==> config.mk <==
export PLATFORM = sky130hd
export DESIGN_NAME = mux4_rr_arbiter
export DESIGN_NICKNAME = d
export VERILOG_FILES = /design/src/rtl/mux4_rr_arbiter_pkg.sv /design/src/rtl/mux4_rr_arbiter_mux_4x1.sv /design/src/rtl/mux4_rr_arbiter.sv
export SDC_FILE = /design/constraint.sdc
export NUM_CORES = 1
export LEC_CHECK = 0
export ABC_AREA = 1
export CORE_MARGIN = 8
export CORE_UTILIZATION = 55
export DETAILED_ROUTE_END_ITERATION = 6
export MAX_ROUTING_LAYER = met4
export PLACE_DENSITY = 0.79
export SYNTH_ARGS = -nofsm -noshare
export SYNTH_HDL_FRONTEND = slang
export SYNTH_SLANG_ARGS = --single-unit
export TNS_END_PERCENT = 10
==> constraint.sdc <==
create_clock -name clk -period 2.3 [get_ports clk]
set_input_delay 0.23 -clock clk [delete_from_list [all_inputs] [get_ports clk]]
set_output_delay 0.23 -clock clk [all_outputs]
set_load 0.01 [all_outputs]
==> src/rtl/mux4_rr_arbiter_pkg.sv <==
// Shared definitions for the 4-requester round-robin arbiter with 4:1 data select.
//   state_t  : arbiter state (IDLE = no owner, BUSY = one owner)
//   NUM_REQ  : number of requesters
//   SEL_W    : width of the binary owner index
//   rr_pick  : combinational round-robin scan of a request vector
package mux4_rr_arbiter_pkg;

    localparam int NUM_REQ = 4;
    localparam int SEL_W   = 2;

    typedef enum logic {
        IDLE = 1'b0,
        BUSY = 1'b1
    } state_t;

    typedef struct packed {
        logic             found;
        logic [SEL_W-1:0] idx;
    } pick_t;

    // First set bit of req, scanning upward from (last+1) and wrapping so
    // that last itself is considered at the very end. Walking the offsets
    // from far to near lets the nearest hit overwrite the earlier ones.
    function automatic pick_t rr_pick(input logic [NUM_REQ-1:0] req,
                                      input logic [SEL_W-1:0]   last);
        pick_t            p;
        logic [SEL_W-1:0] cand;
        p.found = 1'b0;
        p.idx   = last;
        for (int i = NUM_REQ; i >= 1; i--) begin
            cand = last + SEL_W'(i);
            if (req[cand]) begin
                p.found = 1'b1;
                p.idx   = cand;
            end
        end
        return p;
    endfunction

endpackage

==> src/rtl/mux4_rr_arbiter_mux_4x1.sv <==
// Plain 4:1 single-bit data selector.
//   i_d   : four data bits, i_d[k] belongs to requester k
//   i_sel : binary index of the selected bit
//   o_y   : i_d[i_sel]
module mux_4x1
    import mux4_rr_arbiter_pkg::*;
(
    input  logic [NUM_REQ-1:0] i_d,
    input  logic [SEL_W-1:0]   i_sel,
    output logic               o_y
);

    assign o_y = i_d[i_sel];

endmodule

==> src/rtl/mux4_rr_arbiter.sv <==
// Round-robin arbiter for four requesters that owns a shared 4:1 data select.
// A grant is held while its requester keeps req high, for at most MAX_HOLD
// consecutive cycles; hand-over to the next requester happens at the release
// edge with no idle cycle in between.
//   clk   : clock, rising edge
//   rst_n : asynchronous active-low reset
//   req   : per-requester request
//   d     : per-requester data bit
//   gnt   : registered one-hot grant (zero when idle)
//   sel   : registered binary index of the current owner (held while idle)
//   valid : registered, high while a grant is active
//   o     : d[sel] while valid, otherwise 0
module mux4_rr_arbiter
    import mux4_rr_arbiter_pkg::*;
#(
    parameter int MAX_HOLD = 8
) (
    input  logic                clk,
    input  logic                rst_n,
    input  logic [NUM_REQ-1:0]  req,
    input  logic [NUM_REQ-1:0]  d,
    output logic [NUM_REQ-1:0]  gnt,
    output logic [SEL_W-1:0]    sel,
    output logic                valid,
    output logic                o
);

    localparam logic [7:0] HOLD_MAX = 8'(MAX_HOLD);

    state_t               r_state;
    logic [NUM_REQ-1:0]   r_gnt;
    logic [SEL_W-1:0]     r_sel;
    logic                 r_valid;
    logic [7:0]           r_cnt;
    logic [SEL_W-1:0]     r_last;

    state_t               w_state_nxt;
    logic [NUM_REQ-1:0]   w_gnt_nxt;
    logic [SEL_W-1:0]     w_sel_nxt;
    logic                 w_valid_nxt;
    logic [7:0]           w_cnt_nxt;
    logic [SEL_W-1:0]     w_last_nxt;

    logic [NUM_REQ-1:0]   w_other;
    pick_t                w_pick_all;
    pick_t                w_pick_other;
    logic                 w_release;
    logic                 w_new_grant;
    logic [SEL_W-1:0]     w_new_idx;
    logic                 w_mux_o;

    // Requests from everyone except the current owner; gnt is one-hot on the
    // owner, so masking with it removes exactly that requester.
    assign w_other      = req & ~r_gnt;
    assign w_pick_all   = rr_pick(req, r_last);
    assign w_pick_other = rr_pick(w_other, r_last);
    assign w_release    = !req[r_sel] || (r_cnt == HOLD_MAX);

    always_comb begin
        w_state_nxt = r_state;
        w_gnt_nxt   = r_gnt;
        w_sel_nxt   = r_sel;
        w_valid_nxt = r_valid;
        w_cnt_nxt   = r_cnt;
        w_last_nxt  = r_last;
        w_new_grant = 1'b0;
        w_new_idx   = r_last;

        case (r_state)
            IDLE: begin
                if (w_pick_all.found) begin
                    w_new_grant = 1'b1;
                    w_new_idx   = w_pick_all.idx;
                end
            end
            BUSY: begin
                if (!w_release) begin
                    if (r_cnt != HOLD_MAX) begin
                        w_cnt_nxt = r_cnt + 8'd1;
                    end
                end else if (w_pick_other.found) begin
                    w_new_grant = 1'b1;
                    w_new_idx   = w_pick_other.idx;
                end else if (req[r_sel]) begin
                    // Hold expired but nobody else is waiting: keep the
                    // grant and start a fresh hold window.
                    w_cnt_nxt = 8'd1;
                end else begin
                    // sel deliberately keeps its last value while idle.
                    w_state_nxt = IDLE;
                    w_gnt_nxt   = '0;
                    w_valid_nxt = 1'b0;
                    w_cnt_nxt   = 8'd0;
                end
            end
            default: begin
                w_state_nxt = IDLE;
                w_gnt_nxt   = '0;
                w_valid_nxt = 1'b0;
                w_cnt_nxt   = 8'd0;
            end
        endcase

        if (w_new_grant) begin
            w_state_nxt          = BUSY;
            w_gnt_nxt            = '0;
            w_gnt_nxt[w_new_idx] = 1'b1;
            w_sel_nxt            = w_new_idx;
            w_valid_nxt          = 1'b1;
            w_cnt_nxt            = 8'd1;
            w_last_nxt           = w_new_idx;
        end
    end

    // last resets to the top index so that requester 0 wins the first scan.
    always_ff @(posedge clk or negedge rst_n) begin
        if (!rst_n) begin
            r_state <= IDLE;
            r_gnt   <= '0;
            r_sel   <= '0;
            r_valid <= 1'b0;
            r_cnt   <= 8'd0;
            r_last  <= SEL_W'(NUM_REQ - 1);
        end else begin
            r_state <= w_state_nxt;
            r_gnt   <= w_gnt_nxt;
            r_sel   <= w_sel_nxt;
            r_valid <= w_valid_nxt;
            r_cnt   <= w_cnt_nxt;
            r_last  <= w_last_nxt;
        end
    end

    mux_4x1 u_mux (
        .i_d   (d),
        .i_sel (r_sel),
        .o_y   (w_mux_o)
    );

    assign gnt   = r_gnt;
    assign sel   = r_sel;
    assign valid = r_valid;
    assign o     = r_valid & w_mux_o;

endmodule

==> flow_metrics.env <==
export IMPL_status="completed"
export IMPL_crit_fanout=14
export IMPL_tightest_slew_ns=0.831
export IMPL_grt_overflow=0
export IMPL_muxShareOfSynthArea_pct=0
export IMPL_grt_max_degree=19
export IMPL_placed_cells=251
export IMPL_hold_path_class="in -> async"
export IMPL_stdcell_count=255
export IMPL_rsz0062_at_grt="false"
export IMPL_fp_dieH_um=66.1
export IMPL_yosysMostFrequentCell="nand2_1"
export IMPL_syn_num_nets=218
export IMPL_root_buffer="clkbuf_4"
export IMPL_yosys_area_top_type_share_pct=29.0
export IMPL_finClkSkew_ns=0.00705
export IMPL_yosys_area_top_type="dfrtp_1"
export IMPL_cts_buffers=3
export IMPL_coreArea_um2=2430
export IMPL_drive_gt1_share_pct=11.6
export IMPL_vdd_drop_max_mv=0.901
export IMPL_drcViolationCount=0
export IMPL_synth_distinct_cells=30
export IMPL_cp_slowest_cell="dfstp_2"
export IMPL_fp_row_count=18
export IMPL_start_util_pct=56.8
export IMPL_synth_edff_count=0
export IMPL_clk_transition_reported_paths_ns=0.10
export IMPL_crit_type="reg -> reg"
export IMPL_synth_xor_area_share_pct=3.17
export IMPL_place_detailed_hpwl_um=2660
export IMPL_max_freq_ghz=0.472
export IMPL_reg2reg_from="r_last[0]"
export IMPL_yosys_top_cells_count="nand2_1, inv_1, nand3_1"
export IMPL_fin_nets=238
export IMPL_synth_ff_type="dfrtp_1"
export IMPL_yosys_warnings=0
export IMPL_dieArea_um2=4370
export IMPL_total_power_uw=2460
export IMPL_worstPathRequired_ns=2.50
export IMPL_diodes=0
export IMPL_period_needed_ns=2.12
export IMPL_syn_inst=206
export IMPL_period_share_pct=92.1
export IMPL_arrival_ns=2.32
export IMPL_slew_viol_final=0
export IMPL_synthSimpleGateAreaFrac_pct=41.9
export IMPL_cts_buffer_depth=2
export IMPL_ios=18
export IMPL_drt_iter0_markers=102
export IMPL_dieWidth_um=66.1
export IMPL_rrSetupSlack_ns=0.18
export IMPL_cts_hold_fix_buffers=0
export IMPL_ys_seq_area_share_pct=32.8
export IMPL_cp_start_kind="flop"
export IMPL_dr_total_vias=1348
export IMPL_synth_cell_area_um2=1380
export IMPL_cts_tree="yes"
export IMPL_grt_pass1_wl_um=5680
export IMPL_slew_headroom_pct=44.4
export IMPL_htree_levels=1
export IMPL_clock_sinks=18
export IMPL_gp_congestion=0.854
export IMPL_drtAntennaViolNets=0
export IMPL_reg2reg_to="r_cnt[0]"
export IMPL_crit_chain="inv_2 > nand2_1 > o21ai_1 > nand2_1 > nand2_2 > nor3_2 > nand2_4 > nand2_8 > o21ai_1 > a21oi_1 > inv_1"
export IMPL_grtUsageTotal_pct=16.9
export IMPL_port_buffers=17
export IMPL_insertion_delay_ns=0.31
export IMPL_tns_ns=0
export IMPL_drt_vias_per_instance=5.29
export IMPL_cts_resized=0
export IMPL_synthAdderAreaFrac_pct=1.81
export IMPL_hold_violations=0
export IMPL_reg2reg_depth=11
export IMPL_antenna_found_initial=0
export IMPL_synth_compound_area_share_pct=9.78
export IMPL_finalWirelength_um=3380
export IMPL_synth_top_family_by_area="simple AND/OR/NAND/NOR gates"
export IMPL_cap_violations=0
export IMPL_powerDensity_nw_per_um2=1530
export IMPL_cts_setup_buffers=0
export IMPL_setup_violations=0
export IMPL_synth_area_per_cell_um2=6.71
export IMPL_first_pass_iters=4
export IMPL_wl_per_cell_um=13.3
export IMPL_async_flop_share_pct=100
export IMPL_synth_seq_cells=18
export IMPL_syn_to_final_growth_pct=16.5
export IMPL_cp_end_kind="flop"
export IMPL_synthTopCellsByArea="dfrtp_1, nand2_1, nand3_1"
export IMPL_critPathMaxStageDelay_ns=0.72
export IMPL_p_leak_uw=0.000812
export IMPL_grt_pass1_vias=1289
[where the power goes]
part | internal (uW) | total (uW) | switching [uW]
logic | 596 | 1670 | 1070
registers | 444 | 595 | 151
clock network | 96.8 | 199 | 102
[metrics by stage]
| step | cell area [um2] | hold slack (ns) | utilization (%) | setup slack, ns |
|---|---|---|---|---|
| floorplan | 1380 | -0.0656 | - | 0.557 |
| detailed placement | 1570 | 0.529 | 64.7 | 0.126 |
| CTS | 1610 | 0.407 | 66.2 | 0.200 |
| global placement | 1570 | 0.515 | 64.7 | 0.197 |
| finish | 1610 | 0.393 | 66.2 | 0.183 |
| global route | 1610 | 0.469 | 66.2 | 0.0793 |
[cells by family (layout without fill, tap and decap cells)]
logic type	after synthesis	after routing
AOI/OAI and AO/OA	22	22
xor gates and xnor gates	5	5
adders and majority gates	2	2
buffers and inverters	35	54
DFF	18	18
and+or+nand+nor	124	124
[area by class of cell]
cell class                      count  area, um2
Tap cell                           30       37.5
Multi-Input combinational cell    153        783
Clock buffer                        4       36.3
Timing Repair Buffer               17        170
Fill cell                         216        823
Sequential cell                    18        453
Inverter                           33        129
[layer usage]
metal / up-vias / part of all wire [%] / GRT usage (%)
li1: 684 / - / -
met1: 625 / 42 / 19.2
met2: 32 / 52 / 28.6
met3: 7 / 3.5 / 2.20
met4: 0 / 1.6 / 8.00
met5: - / 0 / -
[sequential cells by signal, indices dropped and copies added, names as in the netlist]
register and flops:
valid 1, r_last 2, r_cnt 8, sel 2, r_state 1, gnt 4
[worst max path at each step]
| stage | slack, ns | end | start |
|---|---|---|---|
| 2_1_floorplan | 0.56 | r_cnt[2] | r_last[1] |
| 3_3_place_gp | 0.20 | r_cnt[7] | req[3] |
| 3_5_place_dp | 0.13 | r_cnt[2] | req[3] |
| 4_1_cts | 0.20 | r_cnt[0] | r_last[0] |
| 5_1_grt | 0.08 | r_cnt[2] | r_last[0] |
| 6_report | 0.18 | r_cnt[0] | r_last[0] |
[cells in the final DEF, fill, tap and decap left out]
master / instances
a21oi_1: 6
a21oi_4: 1
clkbuf_4: 3
clkbuf_8: 1
clkdlybuf4s50_1: 17
dfrtp_1: 16
dfstp_2: 2
ha_1: 2
inv_1: 29
inv_2: 2
inv_4: 2
nand2_1: 65
nand2_2: 2
nand2_4: 2
nand2_8: 1
nand3_1: 22
nand3_2: 1
nand4_1: 1
nor2_1: 21
nor2_2: 3
nor2_4: 1
nor3_1: 1
nor3_2: 4
o21a_1: 1
o21ai_0: 8
o21ai_1: 2
o21ai_2: 1
o21bai_1: 2
o31ai_1: 1
xnor2_1: 1
xor2_1: 4
[worst max-delay path: cells and delay by family (launching register included)]
| kind | cells | cell delay, ns |
|---|---|---|
| buf+inv | 2 | 0.20 |
| simple gates | 6 | 0.76 |
| compound gates | 3 | 0.34 |
| flops | 1 | 0.72 |
No activity file was read; power rests on OpenSTA's default activity.
